$ cat config.mk
export PLATFORM = sky130hd
export DESIGN_NAME = net_dataplane_top
export DESIGN_NICKNAME = d
export VERILOG_FILES = /design/src/rtl/net_dataplane_top.sv
export SDC_FILE = /design/constraint.sdc
export NUM_CORES = 1
export LEC_CHECK = 0
export CAP_MARGIN = 15
export CORE_MARGIN = 5
export CORE_UTILIZATION = 45
export DETAILED_ROUTE_END_ITERATION = 7
export GPL_ROUTABILITY_DRIVEN = 0
export HOLD_SLACK_MARGIN = 0.05
export PLACE_DENSITY_LB_ADDON = 0.05
export SYNTH_ARGS = -nofsm -noshare
export SYNTH_HDL_FRONTEND = slang
export SYNTH_SLANG_ARGS = --single-unit
$ cat constraint.sdc
create_clock -name clk -period 6.1 [get_ports clk]
set_clock_uncertainty 0.05 [all_clocks]
set_input_delay 1.22 -clock clk [delete_from_list [all_inputs] [get_ports clk]]
set_output_delay 1.22 -clock clk [all_outputs]
set_load 0.02 [all_outputs]
$ cat src/rtl/net_dataplane_top.sv
// net_dataplane_top
//   PL dataplane top. An AXI4-Lite slave register file gives the PS control, status and
//   statistics. An AXI-Stream RX sink consumes and counts ingress beats. The payload is
//   discarded except for a capture of the last accepted beat.
//
// Parameters
//   DATA_WIDTH       AXI-Stream tdata width (multiple of 8, >= 32); tkeep is DATA_WIDTH/8
//   AXIL_ADDR_WIDTH  AXI4-Lite address width (> 8); only bits [7:2] are decoded
//
// Ports
//   clk, rst                 system clock, synchronous active-high reset
//   AW*/W*/B*                AXI4-Lite write address, data and response channels
//   AR*/R*                   AXI4-Lite read address and data channels
//   tvalid/tdata/tkeep/tlast AXI-Stream RX sink inputs
//   tready                   AXI-Stream RX sink ready (equals CTRL.rx_en)
//
// Build option
//   DP_RX_CSUM_EN  when defined, RX_CSUM (0x24) holds the XOR of all 32-bit lanes of the
//                  last completed packet. When undefined, 0x24 reads 0.
//
// Register map (byte offsets)
//   0x00 CTRL (rw)        [0] rx_en, [1] cnt_clr (write-1 pulse, reads 0)
//   0x04 STATUS (ro)      [0] rx_en, [1] in_packet, [2] pkt_seen
//   0x08 SCRATCH (rw)     0x0C ID (ro) = 32'hDA7A_0001
//   0x10 RX_PKT_CNT       0x14 RX_BEAT_CNT   0x18 RX_BYTE_CNT  (saturating)
//   0x1C LAST_LO          0x20 LAST_HI       0x24 RX_CSUM
module net_dataplane_top #(
    parameter int DATA_WIDTH      = 64,
    parameter int AXIL_ADDR_WIDTH = 32
) (
    input  logic                       clk,
    input  logic                       rst,

    input  logic [AXIL_ADDR_WIDTH-1:0] AWADDR,
    input  logic [2:0]                 AWPROT,
    input  logic                       AWVALID,
    output logic                       AWREADY,
    input  logic [31:0]                WDATA,
    input  logic [3:0]                 WSTRB,
    input  logic                       WVALID,
    output logic                       WREADY,
    input  logic                       BREADY,
    output logic                       BVALID,
    output logic [1:0]                 BRESP,

    input  logic [AXIL_ADDR_WIDTH-1:0] ARADDR,
    input  logic [2:0]                 ARPROT,
    input  logic                       ARVALID,
    output logic                       ARREADY,
    input  logic                       RREADY,
    output logic                       RVALID,
    output logic [31:0]                RDATA,
    output logic [1:0]                 RRESP,

    input  logic                       tvalid,
    input  logic [DATA_WIDTH-1:0]      tdata,
    input  logic [DATA_WIDTH/8-1:0]    tkeep,
    input  logic                       tlast,
    output logic                       tready
);

    localparam int          KEEP_W = DATA_WIDTH / 8;
    localparam logic [31:0] ID_VAL = 32'hDA7A_0001;

    function automatic logic [31:0] popcount(input logic [KEEP_W-1:0] v);
        logic [31:0] n;
        n = '0;
        for (int i = 0; i < KEEP_W; i++) begin
            n = n + {31'd0, v[i]};
        end
        return n;
    endfunction

    function automatic logic [31:0] sat_add(input logic [31:0] a, input logic [31:0] b);
        logic [32:0] s;
        s = {1'b0, a} + {1'b0, b};
        return s[32] ? 32'hFFFF_FFFF : s[31:0];
    endfunction

    logic        aw_ready_q, b_valid_q, ar_ready_q, r_valid_q;
    logic [31:0] r_data_q;
    logic        rx_en_q, in_packet_q, pkt_seen_q;
    logic [31:0] scratch_q, pkt_cnt_q, beat_cnt_q, byte_cnt_q, last_lo_q, last_hi_q;
    logic [31:0] beat_hi;
    logic [31:0] rd_mux;
    logic [5:0]  wr_idx, rd_idx;
    logic        wr_fire, rd_fire, accept, cnt_clr;
    logic        unused_bits;

    assign wr_idx  = AWADDR[7:2];
    assign rd_idx  = ARADDR[7:2];
    // aw_ready_q is only ever high for one cycle, so a fire means exactly one write commits.
    assign wr_fire = aw_ready_q && AWVALID && WVALID;
    assign rd_fire = ar_ready_q && ARVALID;
    assign accept  = tvalid && rx_en_q;
    assign cnt_clr = wr_fire && (wr_idx == 6'd0) && WSTRB[0] && WDATA[1];

    assign AWREADY = aw_ready_q;
    assign WREADY  = aw_ready_q;
    assign BVALID  = b_valid_q;
    assign BRESP   = 2'b00;
    assign ARREADY = ar_ready_q;
    assign RVALID  = r_valid_q;
    assign RDATA   = r_data_q;
    assign RRESP   = 2'b00;
    assign tready  = rx_en_q;

    assign unused_bits = ^{AWPROT, ARPROT, AWADDR[1:0], ARADDR[1:0],
                           AWADDR[AXIL_ADDR_WIDTH-1:8], ARADDR[AXIL_ADDR_WIDTH-1:8], tdata};

    generate
        if (DATA_WIDTH >= 64) begin : g_last_hi
            assign beat_hi = tdata[63:32];
        end else begin : g_no_last_hi
            assign beat_hi = 32'd0;
        end
    endgenerate

`ifdef DP_RX_CSUM_EN
    localparam int LANES = (DATA_WIDTH + 31) / 32;
    logic [LANES*32-1:0] tdata_pad;
    logic [31:0]         beat_xor, csum_acc_q, csum_q;

    always_comb begin
        tdata_pad                   = '0;
        tdata_pad[DATA_WIDTH-1:0]   = tdata;
        beat_xor                    = '0;
        for (int i = 0; i < LANES; i++) begin
            beat_xor = beat_xor ^ tdata_pad[i*32 +: 32];
        end
    end

    // A tlast beat folds into the latched result directly, so the accumulator only ever
    // holds the open portion of the current packet.
    always_ff @(posedge clk) begin
        if (rst || cnt_clr) begin
            csum_acc_q <= '0;
            csum_q     <= '0;
        end else if (accept) begin
            if (tlast) begin
                csum_q     <= csum_acc_q ^ beat_xor;
                csum_acc_q <= '0;
            end else begin
                csum_acc_q <= csum_acc_q ^ beat_xor;
            end
        end
    end
`endif

    always_comb begin
        rd_mux = 32'd0;
        case (rd_idx)
            6'd0: rd_mux = {31'd0, rx_en_q};
            6'd1: rd_mux = {29'd0, pkt_seen_q, in_packet_q, rx_en_q};
            6'd2: rd_mux = scratch_q;
            6'd3: rd_mux = ID_VAL;
            6'd4: rd_mux = pkt_cnt_q;
            6'd5: rd_mux = beat_cnt_q;
            6'd6: rd_mux = byte_cnt_q;
            6'd7: rd_mux = last_lo_q;
            6'd8: rd_mux = last_hi_q;
`ifdef DP_RX_CSUM_EN
            6'd9: rd_mux = csum_q;
`endif
            default: rd_mux = 32'd0;
        endcase
    end

    always_ff @(posedge clk) begin
        if (rst) begin
            aw_ready_q <= 1'b0;
            b_valid_q  <= 1'b0;
            ar_ready_q <= 1'b0;
            r_valid_q  <= 1'b0;
            r_data_q   <= '0;
        end else begin
            aw_ready_q <= AWVALID && WVALID && !b_valid_q && !aw_ready_q;
            if (wr_fire) begin
                b_valid_q <= 1'b1;
            end else if (BREADY) begin
                b_valid_q <= 1'b0;
            end

            ar_ready_q <= ARVALID && !r_valid_q && !ar_ready_q;
            // Sampling rd_mux here returns counter values from before this edge's update.
            if (rd_fire) begin
                r_valid_q <= 1'b1;
                r_data_q  <= rd_mux;
            end else if (RREADY) begin
                r_valid_q <= 1'b0;
            end
        end
    end

    always_ff @(posedge clk) begin
        if (rst) begin
            rx_en_q     <= 1'b0;
            scratch_q   <= '0;
            in_packet_q <= 1'b0;
            pkt_seen_q  <= 1'b0;
            pkt_cnt_q   <= '0;
            beat_cnt_q  <= '0;
            byte_cnt_q  <= '0;
            last_lo_q   <= '0;
            last_hi_q   <= '0;
        end else begin
            if (wr_fire && (wr_idx == 6'd0) && WSTRB[0]) begin
                rx_en_q <= WDATA[0];
            end
            if (wr_fire && (wr_idx == 6'd2)) begin
                for (int b = 0; b < 4; b++) begin
                    if (WSTRB[b]) begin
                        scratch_q[b*8 +: 8] <= WDATA[b*8 +: 8];
                    end
                end
            end

            if (accept) begin
                last_lo_q   <= tdata[31:0];
                last_hi_q   <= beat_hi;
                in_packet_q <= !tlast;
            end

            // A clear in the same cycle as an accept wins; that beat goes uncounted.
            if (cnt_clr) begin
                pkt_cnt_q  <= '0;
                beat_cnt_q <= '0;
                byte_cnt_q <= '0;
                pkt_seen_q <= 1'b0;
            end else if (accept) begin
                beat_cnt_q <= sat_add(beat_cnt_q, 32'd1);
                byte_cnt_q <= sat_add(byte_cnt_q, popcount(tkeep));
                if (tlast) begin
                    pkt_cnt_q  <= sat_add(pkt_cnt_q, 32'd1);
                    pkt_seen_q <= 1'b1;
                end
            end
        end
    end

endmodule

==> qor.txt <==
setup TNS: 0 ns
post-synthesis cell type count: 60
Crit path top cell by count: fa_1
clock buffer depth: 3
clk root buf: clkbuf_16
PD cells: 238 mW/mm^2
post-synth top area cell: dfxtp_1
met1 usage in global routing: 36.3%
# resized after CTS: 0
Detailed Route WL: 35800 um
Pleak: 4.25 nW
FP Rows: 57
GR Layer Usage met2: 37.1%
Max FO, Critical Path: 5
DR vias/cell: 5.90
Arrival @ worst endpoint: 5.20 ns
Final Util: 56.3%
n_diodes: 0
worst hold path class: reg -> reg
synthesized area per cell: 8.47 sq um
vias in the first global route: 9357
count leader, synth: dfxtp_1
yosys warns: 0
dpl hpwl: 24900 um
number of buffers and inverters on the critical path: 3
clock slew at reported path FFs: 0.06 ns
critical path's largest stage delay: 0.53 ns
die width: 166 um
Overall Power: 3.24 mW
grt ovf: 0
Clock Sinks: 231
Yosys reg bits: 231
sequential area share after synthesis: 42.1%
Ports: 229
number of DRC violations after detailed-routing iteration 0: 1197
Die H: 166 um
CP delay by family, top: adder cells
global route hottest layer: met2
Layout Nets: 1610
hold_ws: 0.398 ns
max-capacitance violation count: 0
Setup Fix Bufs, Post-CTS: 0
Worst setup EP type: flop
final std cells w/o fill: 1752
number of remaining DRC errors: 0
Port Buffers: 166
Critical Path RT: 6.49 ns
CP Cell Sequence: clkdlybuf4s50_1 > fa_1 > inv_1 > fa_1 > fa_1 > fa_1 > inv_1 > fa_1 > a211oi_1 > nor3_1 > and3b_1 > and2_1 > a211oi_1
core area: 0.0242 sq mm
fin crit share: 78.9%
WL per Instance: 20.4 um
Cells after Synth: 1297
final setup violation count: 0
Max Freq: 208 MHz
initial antenna violation count: 1
initial core utilization: 45.4%
final critical-path required period: 4.81 ns
first-pass GRT wire length: 55200 um
Rel. slew slack: 21.8%
Vias: 10300
RSZ-0062 raised after global routing: no
dpl cells: 1706
Slowest cell on crit path: fa_1
CTS tree: yes
final hold vios: 0
gr usage total: 24.4%
Post-synth EDFFs: 0
H-tree depth: 1
Setup CP Type: in -> reg
Worst Tran Pin Value: 1.17 ns
startpoint types: input pin
Main synth FF type: dfxtp_1
top-area cell type share of the netlist area: 42.1%
hold_buf cts: 0
top cells by count, synth: dfxtp_1, nand2_1, a21oi_1, clkbuf_1, nand3_1
mapped cell area: 0.0110 sq mm
area grow syn2layout: 23.9%
Synth area leaders: dfxtp_1, a21oi_1, nand2_1
clk_lat worst skew: 0.52 ns
grt met3 use: 4.95%
layout cells sized above 1: 7.49%
largest net degree at the start of global routing: 95
ANT nets after route: 0
peak supply drop: 0.189 mV
drt pass-1 iters: 7
TritonCTS buffer count: 26
outcome: completed
total die area: 0.0276 sq mm
asr flop ratio synth: 0%
Slew Viols, Final: 0
[registers in the layout, summed over array words and instances (netlist names), 32 cells and up]
signal / cells
RDATA: 32
beat_cnt_q: 32
byte_cnt_q: 32
last_hi_q: 32
last_lo_q: 32
pkt_cnt_q: 32
scratch_q: 32
[metal layers]
metal / vias up / part of all wire (%)
met5: - / 0
met4: 0 / 1.6
met3: 37 / 8.2
met2: 399 / 44
met1: 4929 / 47
li1: 4972 / -
[worst paths after layout]
kind | startpoint | end | slack [ns] | cells after the start
setup / recovery | tkeep[0] | byte_cnt_q[16] | 1.29 | 13
hold / removal | BVALID | AWREADY | 0.40 | 1
setup reg to reg | byte_cnt_q[0] | byte_cnt_q[16] | 2.51 | 11
hold reg to reg | BVALID | AWREADY | 0.40 | 1
[power breakdown]
part           leakage, nW  switching, mW  internal (mW)
sequential            1.86       0.000826           1.51
combinational         1.98         0.0908         0.0976
clock                0.412          0.621          0.923
[stage by stage]
step	instance area (sq um)	setup slack, ns
2_1_floorplan	11000	1.22
3_3_place_gp	12800	0.775
3_5_place_dp	12800	0.756
4_1_cts	13600	1.30
5_1_grt	13600	1.08
6_report	13600	1.29
[logic make-up after synthesis]
family | count (synthesis) | synth area share (%)
other | 1 | 0.0341
AND/OR/NAND/NOR | 467 | 21.3
XOR/XNOR | 76 | 6.06
adder cells (fa/ha/maj) | 13 | 1.82
AO/OA/AOI/OAI | 376 | 22.4
flip-flops | 231 | 42.1
buffers and inverters | 118 | 4.66
multiplexers | 15 | 1.63
[layout by cell type (no fill, tap or decap), types with 8 or more instances in the layout]
cell | synthesis | layout
ha_1 | 8 | 8
dfxtp_1 | 231 | 231
clkbuf_1 | 70 | 9
nor3_1 | 40 | 40
buf_4 | 5 | 17
and4_1 | 17 | 17
a221oi_1 | 15 | 15
a22o_1 | 18 | 18
o2bb2ai_1 | 8 | 8
clkbuf_16 | 0 | 27
clkdlybuf4s50_1 | 0 | 165
nor4_1 | 19 | 19
a211oi_1 | 16 | 16
xor2_1 | 34 | 34
and2_1 | 18 | 17
a21oi_1 | 193 | 193
xnor2_1 | 42 | 42
a222oi_1 | 20 | 20
a21oi_2 | 29 | 29
o2111ai_1 | 8 | 8
inv_1 | 17 | 17
nand4_1 | 23 | 23
nor2_1 | 14 | 14
nand2_1 | 209 | 206
mux2i_1 | 10 | 10
a22oi_1 | 28 | 28
nand3_1 | 62 | 62
o21ai_0 | 18 | 18
and3_1 | 35 | 35
[layout make-up]
cell class	count	area, sq um
timing repair buffer	183	1800
multi-input combinational	951	5890
tap	324	405
fill	2265	10600
clock buffer	42	792
inverter	17	63.8
sequential	231	4620
clock inverter	4	45.0
(Power assumes the default switching activity.)
